==> src/rtl/alu_sequencer_if.sv <==
`default_nettype none
// ============================================================================
// Module   : alu_sequencer_if
// Brief    : Request/response valid-ready channels of the ALU sequencer.
// Revision : 1.0 - initial release
// ============================================================================
interface alu_sequencer_if;
    logic       req_valid;
    logic       req_ready;
    logic [2:0] req_op;
    logic [3:0] req_a;
    logic [3:0] req_b;
    logic       req_use_acc;

    logic       rsp_valid;
    logic       rsp_ready;
    logic [3:0] rsp_result;
    logic       rsp_carry;
    logic       rsp_zero;

    modport master (
        output req_valid, req_op, req_a, req_b, req_use_acc, rsp_ready,
        input  req_ready, rsp_valid, rsp_result, rsp_carry, rsp_zero
    );

    modport slave (
        input  req_valid, req_op, req_a, req_b, req_use_acc, rsp_ready,
        output req_ready, rsp_valid, rsp_result, rsp_carry, rsp_zero
    );
endinterface
`default_nettype wire

==> src/rtl/alu_sequencer.sv <==
`default_nettype none
// ============================================================================
// Module   : alu_sequencer
// Brief    : Drives a 4-bit combinational ALU for a settle window, captures its
//            result into a response channel and a chaining accumulator.
// Revision : 1.0 - initial release
// ============================================================================
module alu_sequencer #(
    parameter int SETTLE_CYCLES = 1
) (
    input  wire logic        clk,
    input  wire logic        rst_n,
    alu_sequencer_if.slave   bus,
    input  wire logic        acc_clr,
    output logic       [3:0] alu_a,
    output logic       [3:0] alu_b,
    output logic             alu_s0,
    output logic             alu_s1,
    output logic             alu_s2,
    input  wire logic        alu_outp1,
    input  wire logic        alu_outp2,
    input  wire logic        alu_outp3,
    input  wire logic        alu_outp4,
    input  wire logic        alu_carr,
    output logic       [3:0] acc_out,
    output logic             busy
);

    localparam logic [3:0] c_settle_load = 4'(SETTLE_CYCLES - 1);

    typedef enum logic [1:0] {
        ST_IDLE  = 2'd0,
        ST_DRIVE = 2'd1,
        ST_RESP  = 2'd2
    } state_t;

    state_t     r_state;
    state_t     w_state_nxt;
    logic       w_accept;
    logic       w_capture;
    logic [3:0] w_result;

    logic [3:0] r_a;
    logic [3:0] r_b;
    logic [2:0] r_op;
    logic [3:0] r_cnt;
    logic [3:0] r_result;
    logic       r_carry;
    logic       r_zero;
    logic [3:0] r_acc;

    assign w_result = {alu_outp1, alu_outp2, alu_outp3, alu_outp4};

    always_ff @(posedge clk or negedge rst_n) begin
        if (!rst_n) begin
            r_state <= ST_IDLE;
        end else begin
            r_state <= w_state_nxt;
        end
    end

    always_comb begin
        w_state_nxt = r_state;
        w_accept    = 1'b0;
        w_capture   = 1'b0;
        case (r_state)
            ST_IDLE: begin
                if (bus.req_valid) begin
                    w_accept    = 1'b1;
                    w_state_nxt = ST_DRIVE;
                end
            end
            ST_DRIVE: begin
                if (r_cnt == 4'd0) begin
                    w_capture   = 1'b1;
                    w_state_nxt = ST_RESP;
                end
            end
            ST_RESP: begin
                if (bus.rsp_ready) begin
                    w_state_nxt = ST_IDLE;
                end
            end
            default: w_state_nxt = ST_IDLE;
        endcase
    end

    // Operand/opcode registers feed the ALU directly and keep their value
    // outside DRIVE so the ALU inputs never glitch between operations.
    always_ff @(posedge clk or negedge rst_n) begin
        if (!rst_n) begin
            r_a      <= 4'd0;
            r_b      <= 4'd0;
            r_op     <= 3'd0;
            r_cnt    <= 4'd0;
            r_result <= 4'd0;
            r_carry  <= 1'b0;
            r_zero   <= 1'b0;
        end else begin
            if (w_accept) begin
                r_a   <= bus.req_use_acc ? r_acc : bus.req_a;
                r_b   <= bus.req_b;
                r_op  <= bus.req_op;
                r_cnt <= c_settle_load;
            end else if (r_state == ST_DRIVE && r_cnt != 4'd0) begin
                r_cnt <= r_cnt - 4'd1;
            end
            if (w_capture) begin
                r_result <= w_result;
                // Carry mux is undriven for logic/shift ops, so mask it.
                r_carry  <= alu_carr & ~r_op[2];
                r_zero   <= (w_result == 4'd0);
            end
        end
    end

    always_ff @(posedge clk or negedge rst_n) begin
        if (!rst_n) begin
            r_acc <= 4'd0;
        end else if (acc_clr) begin
            r_acc <= 4'd0;
        end else if (w_capture) begin
            r_acc <= w_result;
        end
    end

    assign bus.req_ready  = (r_state == ST_IDLE);
    assign bus.rsp_valid  = (r_state == ST_RESP);
    assign bus.rsp_result = r_result;
    assign bus.rsp_carry  = r_carry;
    assign bus.rsp_zero   = r_zero;

    assign alu_a   = r_a;
    assign alu_b   = r_b;
    assign alu_s0  = r_op[2];
    assign alu_s1  = r_op[1];
    assign alu_s2  = r_op[0];
    assign acc_out = r_acc;
    assign busy    = (r_state != ST_IDLE);

endmodule
`default_nettype wire

==> src/flat_wrapper.sv <==
// flat-port wrapper written by rule: the top's interface ports become plain ports
module alu_sequencer_flat 
#(
    parameter int SETTLE_CYCLES = 1
)
  (clk, rst_n, acc_clr, alu_a, alu_b, alu_s0, alu_s1, alu_s2, alu_outp1, alu_outp2, alu_outp3, alu_outp4, alu_carr, acc_out, busy, bus_req_valid, bus_req_op, bus_req_a, bus_req_b, bus_req_use_acc, bus_rsp_ready, bus_req_ready, bus_rsp_valid, bus_rsp_result, bus_rsp_carry, bus_rsp_zero);
  alu_sequencer_if bus_i ();
  input  wire logic clk;
  input  wire logic rst_n;
  input  wire logic acc_clr;
  output logic       [3:0] alu_a;
  output logic       [3:0] alu_b;
  output logic alu_s0;
  output logic alu_s1;
  output logic alu_s2;
  input  wire logic alu_outp1;
  input  wire logic alu_outp2;
  input  wire logic alu_outp3;
  input  wire logic alu_outp4;
  input  wire logic alu_carr;
  output logic       [3:0] acc_out;
  output logic busy;
  input wire logic [$bits(bus_i.req_valid)-1:0] bus_req_valid;
  input wire logic [$bits(bus_i.req_op)-1:0] bus_req_op;
  input wire logic [$bits(bus_i.req_a)-1:0] bus_req_a;
  input wire logic [$bits(bus_i.req_b)-1:0] bus_req_b;
  input wire logic [$bits(bus_i.req_use_acc)-1:0] bus_req_use_acc;
  input wire logic [$bits(bus_i.rsp_ready)-1:0] bus_rsp_ready;
  output wire logic [$bits(bus_i.req_ready)-1:0] bus_req_ready;
  output wire logic [$bits(bus_i.rsp_valid)-1:0] bus_rsp_valid;
  output wire logic [$bits(bus_i.rsp_result)-1:0] bus_rsp_result;
  output wire logic [$bits(bus_i.rsp_carry)-1:0] bus_rsp_carry;
  output wire logic [$bits(bus_i.rsp_zero)-1:0] bus_rsp_zero;
  assign bus_i.req_valid = bus_req_valid;
  assign bus_i.req_op = bus_req_op;
  assign bus_i.req_a = bus_req_a;
  assign bus_i.req_b = bus_req_b;
  assign bus_i.req_use_acc = bus_req_use_acc;
  assign bus_i.rsp_ready = bus_rsp_ready;
  assign bus_req_ready = bus_i.req_ready;
  assign bus_rsp_valid = bus_i.rsp_valid;
  assign bus_rsp_result = bus_i.rsp_result;
  assign bus_rsp_carry = bus_i.rsp_carry;
  assign bus_rsp_zero = bus_i.rsp_zero;
  alu_sequencer #(.SETTLE_CYCLES(SETTLE_CYCLES)) u_core (.clk(clk), .rst_n(rst_n), .bus(bus_i), .acc_clr(acc_clr), .alu_a(alu_a), .alu_b(alu_b), .alu_s0(alu_s0), .alu_s1(alu_s1), .alu_s2(alu_s2), .alu_outp1(alu_outp1), .alu_outp2(alu_outp2), .alu_outp3(alu_outp3), .alu_outp4(alu_outp4), .alu_carr(alu_carr), .acc_out(acc_out), .busy(busy));
endmodule
==> config.mk <==
export PLATFORM = sky130hd
export DESIGN_NAME = alu_sequencer_flat
export DESIGN_NICKNAME = d
export VERILOG_FILES = /design/src/rtl/alu_sequencer_if.sv /design/src/rtl/alu_sequencer.sv /design/src/flat_wrapper.sv
export SDC_FILE = /design/constraint.sdc
export NUM_CORES = 1
export LEC_CHECK = 0
export ABC_AREA = 1
export CORE_ASPECT_RATIO = 1.5
export CORE_MARGIN = 1
export CORE_UTILIZATION = 39
export DETAILED_ROUTE_END_ITERATION = 12
export PLACE_DENSITY = 0.75
export RECOVER_POWER = 50
export SYNTH_ARGS = -nofsm -noshare
export SYNTH_HDL_FRONTEND = slang
export SYNTH_SLANG_ARGS = --single-unit
==> constraint.sdc <==
create_clock -name clk -period 1.3 [get_ports clk]
set_input_delay 0.195 -clock clk [delete_from_list [all_inputs] [get_ports clk]]
set_output_delay 0.195 -clock clk [all_outputs]
set_load 0.01 [all_outputs]
==> impl_results.md <==
* Via count at 1,128
* Ports at 46
* Final hold vios at 0
* Syn-to-layout area delta at 56.0%
* Area fraction of the dominant cell type after synthesis at 0.555
* Clock share of power at 0.116
* Worst-Margin Slew at around 0.67 ns
* Final setup margin at approximately 0.013 ns
* CTS H-tree depth at 1
* RSZ-0062 raised after global routing: yes
* Routed Antenna Nets at 0
* Post-synth ARST share at 1.00
* Post-layout instance area at around 0.0019 mm2
* Clock buffer depth at 2
* First-pass GRT wire length at about 4500 um
* F_max at between 700 and 800 MHz
* First-pass DRT Iterations at 4
* Skew-Pair Late Insertion Delay at roughly 0.28 ns
* Vias in the first global route at between 1,000 and 1,500
* Diodes inserted at 0
* Crit-path max FO at 5
* Number of DRC markers in iteration 0 at 30
* Hold path depth at 3
* Root Buffer: clkbuf_8
* Most frequent cell after synthesis: nand2_1
* IR drop worst, VDD at ~1.1 mV
* Layout cells sized above 1 at 0.245
* Antenna violations before repair at 0
* Post-synth top cells: nand2_1, dfrtp_1, inv_1, o21ai_0, nand3_1
* Worst setup EP type: flop
* FILL cells at approximately 270
* Status: completed
* Lkg Pwr at ~0.95 nW
* Main area contributors after synthesis: dfrtp_1, nand2_1, o21ai_0
* Max-cap violations at 0
* CTS buffer count at 3
* Synthesized area per cell at between 8 and 9 um2
* Remaining DRCs at 0
* Top FF cell, synth: dfrtp_1
* Switching Power at ~1.8 mW
* Sw frac at 0.418
* CP Class: flop to flop
* CTS Sinks at 27
* Clock Pin Slew Worst Setup and Hold Paths at around 0.10 ns
* Congestion Overflow GR at 0
* CTS tree: built
* WL/cell at 13.0 um
* Arrival time at the worst endpoint at about 1.5 ns
* Initial Util at 0.414
* Yosys top cell by area: dfrtp_1
* Die height at 70.4 um
* Cts hold-fix bufs at 0
* Area post-placement at around 0.0017 mm2
* DIE AREA at 0.00335 mm2
* Net count of the finished layout at 221
* Synth Warn # at 0
* Post-synth EDFFs at 0
* Register area share after synthesis at 0.555
* Cell Int Power at approximately 2.5 mW
* Synthesized instance count at ~140
* Endpoints failing setup at 0
* Aggregate routed wire length at between 3000 and 4000 um
* Pre-CTS setup slack at -0.0188 ns
* Required @ worst endpoint at 1.51 ns
* Largest net degree at the start of global routing at 28
* Distinct cells, synth at 22
* GP Congestion at 0.752
* Slew headroom at 0.556
* Pwr Density at 2220 mW/mm2
* Min-delay worst type: input pin to flop
* Worst Skew at 0.0105 ns
* #FFs+latches synth at 27
* Port Buffers at 45
* Dpl hpwl at roughly 2300 um
* R2R depth at 7
* Combinational group share of total power at 0.554
* Core area at around 0.0029 mm2
* Chip width at between 40 and 50 um
* TNS Setup at 0 ns
* GRT Overall Usage at 0.185
* Register share of total power at 0.330
* Min Tclk post-route at 1.29 ns
* Period utilisation layout at 0.990
* Mapped Nets at 160
* CP startpoint kind: flop
* Final max-slew violation count at 0
* Post-synthesis cell area at roughly 0.0012 mm2
* Rows at 24
* Avg Vias per Cell at around 4.8
* Final core occ at 0.645
registers in the layout, indices dropped and copies added, names as in the netlist:
signal	cells
u_core.r_op	3
u_core.acc_out	4
u_core.r_cnt	4
u_core.bus.rsp_result	4
u_core.alu_b	4
u_core.bus.rsp_carry	1
u_core.bus.rsp_zero	1
u_core.alu_a	4
u_core.r_state	2
power groups by stage:
stage | sequential [mW] | combinational [mW] | clock [mW]
2_1_floorplan | 1.54 | 0.959 | 0
3_3_place_gp | 1.42 | 1.96 | 0
3_5_place_dp | 1.43 | 2.06 | 0
4_1_cts | 1.39 | 1.96 | 0.496
5_1_grt | 1.44 | 2.56 | 0.526
6_report | 1.39 | 2.34 | 0.491
critical path, stage by stage, from the launching register on:
cell	delay, ns
dfrtp_1	0.40
inv_2	0.08
ha_4	0.14
nand2_2	0.07
nor2_4	0.13
buf_12	0.15
nand3_2	0.10
a21oi_2	0.16
layout make-up:
| type | instances | area [um2] | area share |
|---|---|---|---|
| clock inverters | 1 | 7.51 | 0.00395 |
| clock buffers | 3 | 41.3 | 0.0217 |
| well taps | 39 | 48.8 | 0.0257 |
| multi-input cells | 95 | 563 | 0.296 |
| repair buffers | 57 | 509 | 0.268 |
| inverters | 13 | 53.8 | 0.0283 |
| flip-flops and latches | 27 | 676 | 0.356 |
metal layers:
| metal | routed length [um] | share of wire | up-vias | global-route usage |
|---|---|---|---|---|
| li1 | - | - | 548 | - |
| met1 | 1180 | 0.39 | 534 | 0.200 |
| met2 | 1670 | 0.55 | 42 | 0.353 |
| met3 | 189 | 0.062 | 4 | 0.0181 |
| met4 | 22 | 0.0072 | 0 | 0.0463 |
| met5 | 0 | 0 | - | 0 |
metrics by stage:
step | hold WS [ns] | power [mW] | cells
after floorplan | -0.101 | 2.50 | 136
after global placement | 0.461 | 3.38 | 224
after detailed placement | 0.464 | 3.49 | 224
after CTS | 0.326 | 3.84 | 232
after global routing | 0.459 | 4.52 | 235
final | 0.449 | 4.22 | 235
timing repair:
action,CTS,global route
endpoints found under the hold margin,0,0
buffers inserted,4,2
setup endpoints to repair,24,18
gates cloned,0,1
resized for setup,33,22
pin swaps,1,3
cell families after synthesis:
family,share of synthesized area
AND/OR/NAND/NOR,0.261
flip-flops,0.555
AO/OA/AOI/OAI,0.0925
buffers and inverters,0.0637
adder cells (fa/ha/maj),0.0206
XOR/XNOR,0.00720
final timing paths:
check / start / end / slack [ns]
min reg2reg: u_core.bus.rsp_result[0] / u_core.bus.rsp_result[0] / 0.48
max in group asynchronous: rst_n / u_core.r_cnt[1] / 0.37
max: u_core.r_cnt[1] / u_core.acc_out[3] / 0.01
min: bus_req_b[0] / u_core.alu_b[0] / 0.45
min in group asynchronous: rst_n / u_core.r_op[1] / 0.50
max reg2reg: u_core.r_cnt[1] / u_core.acc_out[3] / 0.01
cell usage in the layout, fill, tap and decap left out, drive strengths merged:
cell           synthesis  routed
o21ai                 13      13
dlygate4sd3            0       1
o31ai                  1       1
dfrtp                 27      27
inv                   13      13
xor2                   1       1
buf                    2      14
ha                     2       2
a21oi                  5       5
nand4                  1       1
clkbuf                 0       4
clkdlybuf4s50          0      20
or2                    1       1
nand2                 57      58
nor2                   7       7
nand3                  6       6
clkinvlp               0       1
dlygate4sd2            0      21
Power figures use the tool's default switching activity.
==> patch, RTL diff (config.mk and constraints unchanged) <==
Reset style: synchronous (`rst_n`), changed in 3 clocked blocks.
--- a/src/rtl/alu_sequencer.sv
+++ b/src/rtl/alu_sequencer.sv
@@ -51,7 +51,7 @@
 
     assign w_result = {alu_outp1, alu_outp2, alu_outp3, alu_outp4};
 
-    always_ff @(posedge clk or negedge rst_n) begin
+    always_ff @(posedge clk) begin
         if (!rst_n) begin
             r_state <= ST_IDLE;
         end else begin
@@ -87,7 +87,7 @@
 
     // Operand/opcode registers feed the ALU directly and keep their value
     // outside DRIVE so the ALU inputs never glitch between operations.
-    always_ff @(posedge clk or negedge rst_n) begin
+    always_ff @(posedge clk) begin
         if (!rst_n) begin
             r_a      <= 4'd0;
             r_b      <= 4'd0;
@@ -114,7 +114,7 @@
         end
     end
 
-    always_ff @(posedge clk or negedge rst_n) begin
+    always_ff @(posedge clk) begin
         if (!rst_n) begin
             r_acc <= 4'd0;
         end else if (acc_clr) begin
Function: differs if rst_n is asserted again (counterexample within 4 cycles, from zero or initial values and one cycle with rst_n low); with rst_n held inactive, the same outputs for 10 cycles.
==> patch against the original RTL <==
Largest cell class unchanged; wire length is 6.9% lower; via count shrank 0.71%; synthesized area fell by 9.2%; register-to-register slack better by 0.07 ns; global-route usage grew 1.4 points; worst setup slack improved by 0.040 ns; fmax grew 3.2%; critical path type is now reg2out; design area shrank 9.9%; critical path depth down 4; sequential cell count did not move.
Power is not compared: it rests on default switching activity, and its combinational part moved more than twofold at a synthesized area within 25%.
==> patch: results (changes against the original RTL) <==
- GP Congestion: 0.8388 (+12%)
- DRT iter0 DRCs: 45 (+50%)
- Maximum root-to-sink buffer count: 2 (unchanged)
- Library cells used by synthesis: 18 (-18%)
- Fillers: 249 (-6.0%)
- DR WL/cell: 11.89 um (-8.9%)
- Nets: 227 (+2.7%)
- CP max stage cell: dfxtp_2
- Port bufs: 45 (unchanged)
- Worst-path maximum fanout: 2 (-3)
- # diodes: 0 (unchanged)
- Initial antenna violation count: 0 (unchanged)
- CTS clk-pin slew, worst paths: 0.10 ns (about the same)
- Most instantiated cells after synthesis: nand2_1, dfxtp_1, nor2_1, a21oi_1, inv_1
- Total track usage: 19.92% (+1.4 points)
- Root buf cell: clkbuf_8
- Peak VDD IR: 637.5 uV
- H-tree level count: 1 (unchanged)
- Initial DRT Pass Iterations: 4 (unchanged)
- Skew final: 0.005696 ns (-0.004842 ns)
- TritonCTS buffer count: 3 (unchanged)
- Syn Nets: 174 (+8.8%)
- Status: complete, no violations
- Share of cells above drive strength 1: 16.75% (-7.7 points)
- Via count: 1120 (-0.71%)
- Crit path DAT: 1.05 ns (-0.45 ns)
- Area contributors post-synth: dfxtp_1, nand2_1, nor2_1
- Asr flop ratio synth: 0% (-100 points)
- First-pass GRT wire length: 4.519 mm (+0.16%)
- Largest net degree at the start of global routing: 17 (-39%)
- Hpwl dp: 2.154 mm (-5.4%)
- Leakage: 0.7815 nW
- Worst-Skew Late Latency: 0.27 ns
- Sequential fraction of the synthesis area: 48.92% (-6.6 points)
- Hold WC Path Type: reg2reg
- Ys Warns: 0 (unchanged)
- Worst path max stage delay: 0.36 ns (-0.04 ns)
- Top FF cell, synth: dfxtp_1
- Total gr overflow: 0 (unchanged)
- Rel. slew slack: 84.51% (+29 points)
## patch: cell count changes after synthesis, sizes merged
cell | before | now
dfrtp | 27 | 0
dfxtp | 0 | 27
nor2 | 7 | 29
nand2 | 57 | 38
a21oi | 5 | 18
inv | 13 | 16
nand3 | 6 | 3
buf | 2 | 3
clkbuf | 0 | 1
ha | 2 | 1
o21ai | 13 | 12
o31ai | 1 | 0
## patch: worst paths after layout
| kind | cells past startpoint | endpoint | slack, ns | from |
|---|---|---|---|---|
| min | 2 | u_core.alu_a[1] | 0.46 | u_core.alu_a[1] |
| max reg2reg | 6 | u_core.acc_out[1] | 0.08 | u_core.r_cnt[0] |
| min reg2reg | 2 | u_core.alu_a[1] | 0.46 | u_core.alu_a[1] |
| max | 3 | bus_rsp_valid | 0.05 | u_core.r_state[1] |
## patch: area by class of cell
cell class / instances / area (um^2) / area share, %
tap: 37 / 46.29 / 2.707
inverter: 16 / 60.06 / 3.511
multi-input combinational: 104 / 506.7 / 29.63
timing repair buffer: 52 / 501.7 / 29.33
sequential: 27 / 546.8 / 31.97
clock buffer: 3 / 41.29 / 2.414
clock inverter: 1 / 7.507 / 0.4389
## patch: report_power, final
part | switching (mW) | internal (mW) | leakage (nW)
combinational | 0.156 | 0.175 | 0.538
sequential | 0.0233 | 0.870 | 0.222
clock | 0.263 | 0.217 | 0.0217
## patch: per-layer routing
metal | share of wire (%) | vias to the layer above | GRT usage [%]
met2 | 55 | 38 | 38.57
met3 | 4.7 | 4 | 2.406
met4 | 0.74 | 0 | 8.333
li1 | - | 578 | -
met5 | 0 | - | 0
met1 | 39 | 500 | 20.20
## patch: timing repair
action                     CTS  global route
pin swaps                    0             2
setup endpoints to repair   28            15
resized for setup           29            13
buffers inserted             0             1
## patch: cells by family after synthesis
kind of cell             after synthesis  share of synthesized area (%)
XOR/XNOR                               1                         0.7929
buffers and inverters                 20                          8.267
AND/OR/NAND/NOR                       72                          27.29
flip-flops                            27                          48.92
adder cells (fa/ha/maj)                1                          1.132
AO/OA/AOI/OAI                         30                          13.59
## patch: per-stage QoR
stage	instances	hold WS, ns	TNS (ns)	cell area, um^2	setup WS (ns)
global route	240	0.4777	-0.009319	1710	-0.005841
global placement	235	0.4489	0	1640	0.06329
floorplan	151	0.3230	0	1105	0.1623
CTS	239	0.4656	0	1670	0.01114
finish	240	0.4629	0	1710	0.05290
detailed placement	235	0.4536	-0.01634	1640	-0.01634
## patch: critical path, delay by kind of cell (launching register included)
| kind | cells | cell delay (ns) |
|---|---|---|
| flops | 1 | 0.36 |
| buf+inv | 2 | 0.32 |
| simple gates | 1 | 0.11 |
